--- src/rtl/pipe_stage_chain.sv ---
// Purpose: parametrised pipeline-register chain with stall, flush, bubble and perf counters.
// Latency: an instruction loaded into slot 0 on one edge reaches slot k k edges later.
// Backpressure: a stall at slot k holds slots 0..k; in_ready drops and slot 0 input is dropped.
module pipe_stage_chain #(
  parameter int STAGES = 4,
  parameter int DW     = 32,
  parameter int PCW    = 32,
  parameter int CW     = 32
) (
  input  logic                 clk,
  input  logic                 reset,
  input  logic                 in_valid,
  input  logic [31:0]          in_instr,
  input  logic [PCW-1:0]       in_pc4,
  input  logic [DW-1:0]        in_data,
  input  logic [STAGES*DW-1:0] upd_data,
  input  logic [STAGES-1:0]    stall_req,
  input  logic [STAGES-1:0]    flush_req,
  input  logic                 cnt_clr,
  output logic                 in_ready,
  output logic [STAGES-1:0]    stg_valid,
  output logic [STAGES*32-1:0] stg_instr,
  output logic [STAGES*PCW-1:0] stg_pc4,
  output logic [STAGES*DW-1:0] stg_data,
  output logic [3:0]           occupancy,
  output logic [CW-1:0]        retire_cnt,
  output logic [CW-1:0]        stall_cnt
);

  typedef struct packed {
    logic           vld;
    logic [31:0]    instr;
    logic [PCW-1:0] pc4;
    logic [DW-1:0]  dat;
  } slot_t;

  slot_t             slot_q [STAGES];
  slot_t             slot_d [STAGES];
  logic [STAGES-1:0] hold;
  logic              retire_inc;
  logic              stall_inc;
  logic              unused_upd0;

  // Slot 0 loads from in_*, so the lowest upd_data slice carries nothing.
  assign unused_upd0 = ^upd_data[DW-1:0];

  // A stall anywhere downstream freezes this slot too.
  always_comb begin
    hold = '0;
    for (int k = 0; k < STAGES; k++) begin
      hold[k] = |(stall_req >> k);
    end
  end

  always_comb begin
    for (int k = 0; k < STAGES; k++) begin
      slot_d[k] = slot_q[k];
    end
    if (flush_req[0]) begin
      slot_d[0] = '0;
    end else if (!hold[0]) begin
      slot_d[0] = {in_valid, in_instr, in_pc4, in_data};
    end
    for (int k = 1; k < STAGES; k++) begin
      if (flush_req[k]) begin
        slot_d[k] = '0;
      end else if (!hold[k]) begin
        // A held upstream slot must not be copied forward, so insert a bubble.
        if (hold[k-1]) begin
          slot_d[k] = '0;
        end else begin
          slot_d[k] = {slot_q[k-1].vld, slot_q[k-1].instr, slot_q[k-1].pc4,
                       upd_data[k*DW +: DW]};
        end
      end
    end
  end

  always_ff @(posedge clk or negedge reset) begin
    if (!reset) begin
      for (int k = 0; k < STAGES; k++) begin
        slot_q[k] <= '0;
      end
    end else begin
      for (int k = 0; k < STAGES; k++) begin
        slot_q[k] <= slot_d[k];
      end
    end
  end

  assign retire_inc = slot_q[STAGES-1].vld & ~hold[STAGES-1] & ~flush_req[STAGES-1];
  assign stall_inc  = hold[0];

  // Counters saturate rather than wrap; clear wins over a same-cycle increment.
  always_ff @(posedge clk or negedge reset) begin
    if (!reset) begin
      retire_cnt <= '0;
      stall_cnt  <= '0;
    end else if (cnt_clr) begin
      retire_cnt <= '0;
      stall_cnt  <= '0;
    end else begin
      if (retire_inc && (retire_cnt != '1)) begin
        retire_cnt <= retire_cnt + CW'(1);
      end
      if (stall_inc && (stall_cnt != '1)) begin
        stall_cnt <= stall_cnt + CW'(1);
      end
    end
  end

  always_comb begin
    logic [3:0] occ;
    occ = '0;
    for (int k = 0; k < STAGES; k++) begin
      occ = occ + 4'(slot_q[k].vld);
    end
    occupancy = occ;
  end

  assign in_ready = ~hold[0];

  for (genvar g = 0; g < STAGES; g++) begin : g_out
    assign stg_valid[g]              = slot_q[g].vld;
    assign stg_instr[g*32 +: 32]     = slot_q[g].instr;
    assign stg_pc4[g*PCW +: PCW]     = slot_q[g].pc4;
    assign stg_data[g*DW +: DW]      = slot_q[g].dat;
  end

endmodule
--- config.mk ---
export PLATFORM = sky130hd
export DESIGN_NAME = pipe_stage_chain
export DESIGN_NICKNAME = d
export VERILOG_FILES = /design/src/rtl/pipe_stage_chain.sv
export SDC_FILE = /design/constraint.sdc
export NUM_CORES = 1
export LEC_CHECK = 0
export ABC_CLOCK_PERIOD_IN_PS = 5900
export BUFFER_PORTS_ARGS = -buffer_cell sky130_fd_sc_hd__buf_2
export CORE_AREA = 4 4 271 273
export CTS_BUF_LIST = sky130_fd_sc_hd__clkbuf_8
export CTS_CLUSTER_DIAMETER = 30
export DETAILED_ROUTE_END_ITERATION = 10
export DIE_AREA = 0 0 275 277
export GPL_ROUTABILITY_DRIVEN = 0
export PLACE_DENSITY = 0.51
export SYNTH_ARGS = -nofsm -noshare
export SYNTH_HDL_FRONTEND = slang
export SYNTH_SLANG_ARGS = --single-unit
--- constraint.sdc ---
create_clock -name clk -period 5.9 [get_ports clk]
set_input_delay 0.885 -clock clk [delete_from_list [all_inputs] [get_ports clk]]
set_output_delay 0.885 -clock clk [all_outputs]
set_load 0.02 [all_outputs]
======== Yosys cells after proc, flatten, opt, wreduce, memory -nomap -nowiden ========
Index checks and enable logic that the tools add are counted.
word-level totals
  flip-flop bits (word level) ............. 452
  bits of input ports ..................... 236
  output and inout port bits .............. 457
  logic and storage cells ................. 56
cells by class
  add/sub/neg operators ................... 5
  equal/unequal tests ..................... 6
  mux-type cells .......................... 15
  bitwise gates (word level) .............. 5
  reduce and logical (&&, ||, !) cells .... 7
operators with widths
  operator                                        number
  two-way mux 97 bit                              11
  two-way mux 32 bit                              4
  adder 32 x 1 -> 32 bit (second input constant)  2
  != test 32 bit (second input constant)          2
  != test 2 bit (second input constant)           3
  adder 3 x 1 -> 4 bit                            1
  nonzero test 2 bit                              2
  OR reduction 4 bit                              1
  adder 2 x 1 -> 3 bit                            1
  NOT 1 bit                                       3
  OR reduction 3 bit                              1
  adder 1 x 1 -> 2 bit                            1
  AND 1 bit                                       2
  logical AND 1 bit                               2
  != test 2 x 1 -> 1 bit (second input constant)  1
  OR reduction 2 bit                              1

======== Logic depth before layout (Yosys ltp) ========
  depth in word-level cells ............... 6
  mapped depth ............................ 9

======== Worst setup path before layout ========
No wires, ideal clock.
  path type ............................... input to output
  from .................................... input stall_req[3]
  to ...................................... output in_ready
  arrival time ............................ 2,332 ps
  required time ........................... 5,015 ps
  path slack .............................. 2,683 ps
  stages on the path ...................... 6
  buffers on the path ..................... 4
  cells stage by stage .................... buf_6 or4_1 buf_2 inv_2 clkbuf_1 clkbuf_1
between the ends
  word-level cells in the longest chain between the ends .. 2
RTL lines
  what                RTL line  source
  from (decl)         17        input logic [STAGES-1:0] stall_req,
  OR reduction 4 bit  51        hold[k] = |(stall_req >> k);
  NOT 1 bit           121       assign in_ready = ~hold[0];
  to (decl)           20        output logic in_ready,
No other way between the ends.

======== Final worst setup path ========
  from .................................... register slot_q, in the netlist stg_valid[3]
  to ...................................... output occupancy[1]
between the ends
  word-level cells in the longest chain between the ends .. 1
RTL lines
  what                               RTL line  source
  from (decl)                        37        slot_t slot_q [STAGES];
  from (signal, indexed assignment)  86        slot_q[k] <= slot_d[k];
  adder 3 x 1 -> 4 bit               116       occ = occ + 4'(slot_q[k].vld);
  to (decl)                          25        output logic [3:0] occupancy,
No other way between the ends.

==> impl_metrics.toml <==
[final_layout]
final_core_util_pct = 34.3
layout-drive-gt1-share_pct = 38.7
fillCellCount = 7307
layout_common_cells = "buf_2, dfrtp_1, a22o_1"
final_common_cell = "buf_2"
nets = 2411
synthToLayoutAreaGrowth_pct = 37.9

[clocking]
clk_latency_ps = 700
clkTransAtPathRegs_ps = 60
cts_tree = "built"
clock-root-buffer = "clkbuf_8"
clk_path_buf_depth = 3
post_cts_buffers = 0
htreeDepth = 3
hold_buffers = 0
numClockSinks = 452
cts_resized = 0
cts_buffers = 109

[worst_setup_path]
critPathKind = "flop to output pin"
start_kind = "flop"
r2r-end = "retire_cnt[9]$_DFFE_PN0P_"
worst-path-max-fanout = 4
timing.rr.start = "retire_cnt[16]$_DFFE_PN0P_"
setup.worst_path.start = "stg_valid[3]$_DFFE_PN0P_"
crit_arrival_ps = 2470
ff2ff_path_depth = 6
cp.required_ps = 5020
endpoint_kind = "output pin"
rrSetupSlack_ps = 2820

[synthesis]
synth-adder-area-share_pct = 0.397
synth_top_family_by_area = "compound AO/OA/AOI/OAI gates"
yosys_warnings = 0
synth_cell_types = 45
synth_compound_area_share_pct = 19.8
synthCells = 1496
muxShareOfSynthArea_pct = 1.01
netlist_area_sq_um = 17700
syn_area_per_cell_sq_um = 11.8
ys_ff_latch = 452
ys_seq_area_share_pct = 64.0
synth_nets = 1737
synth-simple-area-share_pct = 11.1
synthXorXnorAreaFrac_pct = 0.694

[detailed_routing]
wl_per_cell_um = 21.2
vias = 15400
met1_length_mm = 28.3
wl_met3_mm = 4.52
met2_length_mm = 33.1
drc = 0
drt-initial-drc-count = 875
avgViaCountPerCell = 4.79
detail_route.first_pass.iterations = 7
top_layer = "met5"
drtAntennaViolNets = 0
routed_wl_mm = 68.1

[power]
p_total_mw = 7.55
swShare_pct = 24.8
pwr_density_cell_nw_per_um2 = 310
switchingPower_mw = 1.87
pwr-share-comb_pct = 5.2
p_leak_nw = 12.7
peakVddDrop_uv = 225
p_seq_share_pct = 42.0
pwr-share-clk_pct = 52.8
power.internal_mw = 5.68

[floorplanning]
design.portCount = 693
initial_core_util_pct = 24.8
die_area_sq_um = 76200
die_w_um = 275
die_h_um = 277
core_sq_um = 71100
row_count = 98

[sta]
max_clock_freq_mhz = 298
finalSetupViolations = 0
min_period_over_period_pct = 56.8
rsz0062_at_grt = "no"
hold_ws_ps = 219
layout_min_cycle_time_ps = 3350
slew_violations = 0
tightest_slew_ps = 1140
hold_viol = 0
clock-skew-final_ps = 41.4
setup_tns_ps = 0
max_slew_margin_pct = 23.9

[place]
io_buffers = 659
dp_hpwl_mm = 48.5

[global_routing]
grt_pass1_vias = 15500
grt_max_degree = 142
grt_pass1_wl_mm = 101
grt.overflow.total = 0
antenna_found_initial = 12
grt_usage_pct = 17.1

[outcome]
status = "complete, no violations"

[hold_path]
hp-class = "primary input to asynchronous set/reset pin"

[run]
cap_violations = 0
kinds of logic after synthesis:
| kind of cell | count (synthesis) |
|---|---|
| XOR/XNOR | 14 |
| AND/OR/NAND/NOR | 412 |
| other | 1 |
| adder cells (fa/ha/maj) | 5 |
| buffers and inverters | 130 |
| flip-flops | 452 |
| AO/OA/AOI/OAI | 466 |
| multiplexers | 16 |
per-layer routing:
layer	GRT usage, %	vias to the layer above
met5	0	-
met4	6.37	8
met3	3.73	131
met2	28.4	572
met1	21.8	7797
li1	-	6865
power by group through the flow:
stage | Clock [mW] | Combinational, mW | Sequential [mW]
after global routing | 4.28 | 0.437 | 3.17
after floorplan | 0 | 0.114 | 3.26
final | 3.99 | 0.396 | 3.17
after CTS | 4.11 | 0.409 | 3.17
after detailed placement | 0 | 0.408 | 3.22
after global placement | 0 | 0.402 | 3.22
stage by stage:
stage                     instance area (sq um)  std cells  setup WS, ps
after floorplan                           17700       1496          2680
after global placement                    22000       3009          2450
after CTS                                 24300       3200          2440
after detailed placement                  22000       3009          2390
after global routing                      24400       3206          2370
final                                     24400       3207          2550
synthesized netlist by cell type:
cell | count | area [sq um]
dfrtp_1 | 452 | 11300
a22o_1 | 291 | 2550
nand2_1 | 230 | 863
a21oi_1 | 130 | 651
clkbuf_1 | 94 | 353
nor2_1 | 39 | 146
or4_1 | 21 | 158
nand4_1 | 20 | 125
or3_1 | 18 | 113
nand3_1 | 17 | 85.1
o21ai_0 | 17 | 85.1
o31ai_1 | 17 | 128
nor2b_1 | 16 | 100
mux2_2 | 14 | 158
buf_2 | 13 | 65.1
nor4_1 | 12 | 75.1
inv_1 | 10 | 37.5
nor3_1 | 10 | 50.1
and4_1 | 9 | 78.8
xnor2_1 | 9 | 78.8
and3_1 | 8 | 50.1
buf_1 | 8 | 30.0
xor2_1 | 5 | 43.8
a31oi_1 | 4 | 25.0
ha_1 | 4 | 50.1
a2111oi_0 | 2 | 17.5
and2_1 | 2 | 12.5
buf_4 | 2 | 15.0
buf_6 | 2 | 22.5
mux2i_1 | 2 | 20.0
nand2b_1 | 2 | 12.5
nor3_2 | 2 | 20.0
o2111ai_1 | 2 | 17.5
a211oi_1 | 1 | 7.51
a31o_2 | 1 | 8.76
and4b_1 | 1 | 10.0
conb_1 | 1 | 3.75
fa_1 | 1 | 20.0
inv_2 | 1 | 3.75
nand4_2 | 1 | 12.5
nor3b_1 | 1 | 7.51
nor3b_2 | 1 | 12.5
nor4b_1 | 1 | 8.76
o2111a_1 | 1 | 11.3
or4_4 | 1 | 11.3
worst max-delay path, cell delays in order (launching register included):
cell and delay, ps:
dfrtp_1 460, inv_1 150, fa_1 520, inv_1 70, ha_1 180, ha_1 280, buf_2 160
registers in the layout, indices dropped and copies added (netlist names):
| signal | cells |
|---|---|
| stg_instr | 128 |
| retire_cnt | 32 |
| stg_pc4 | 128 |
| stg_valid | 4 |
| stg_data | 128 |
| stall_cnt | 32 |
layout make-up:
type	instances	area, sq um	area share [%]
Antenna cell	7	17.5	0.0719
Clock inverter	70	716	2.94
Timing Repair Buffer	682	3550	14.6
Multi-Input combinational cell	914	5870	24.1
Tap cell	950	1190	4.88
Clock buffer	121	1670	6.84
Sequential cell	452	11300	46.4
Inverter	11	43.8	0.180
worst max path at each step:
stage,slack [ps],endpoint,cells past startpoint
final,2550,occupancy[1],6
after global routing,2370,occupancy[1],6
after CTS,2440,occupancy[1],6
after detailed placement,2390,stg_data[47]$_DFFE_PN0P_,6
after global placement,2450,stg_data[41]$_DFFE_PN0P_,6
after floorplan,2680,in_ready,6
Power figures use the tool's default switching activity.
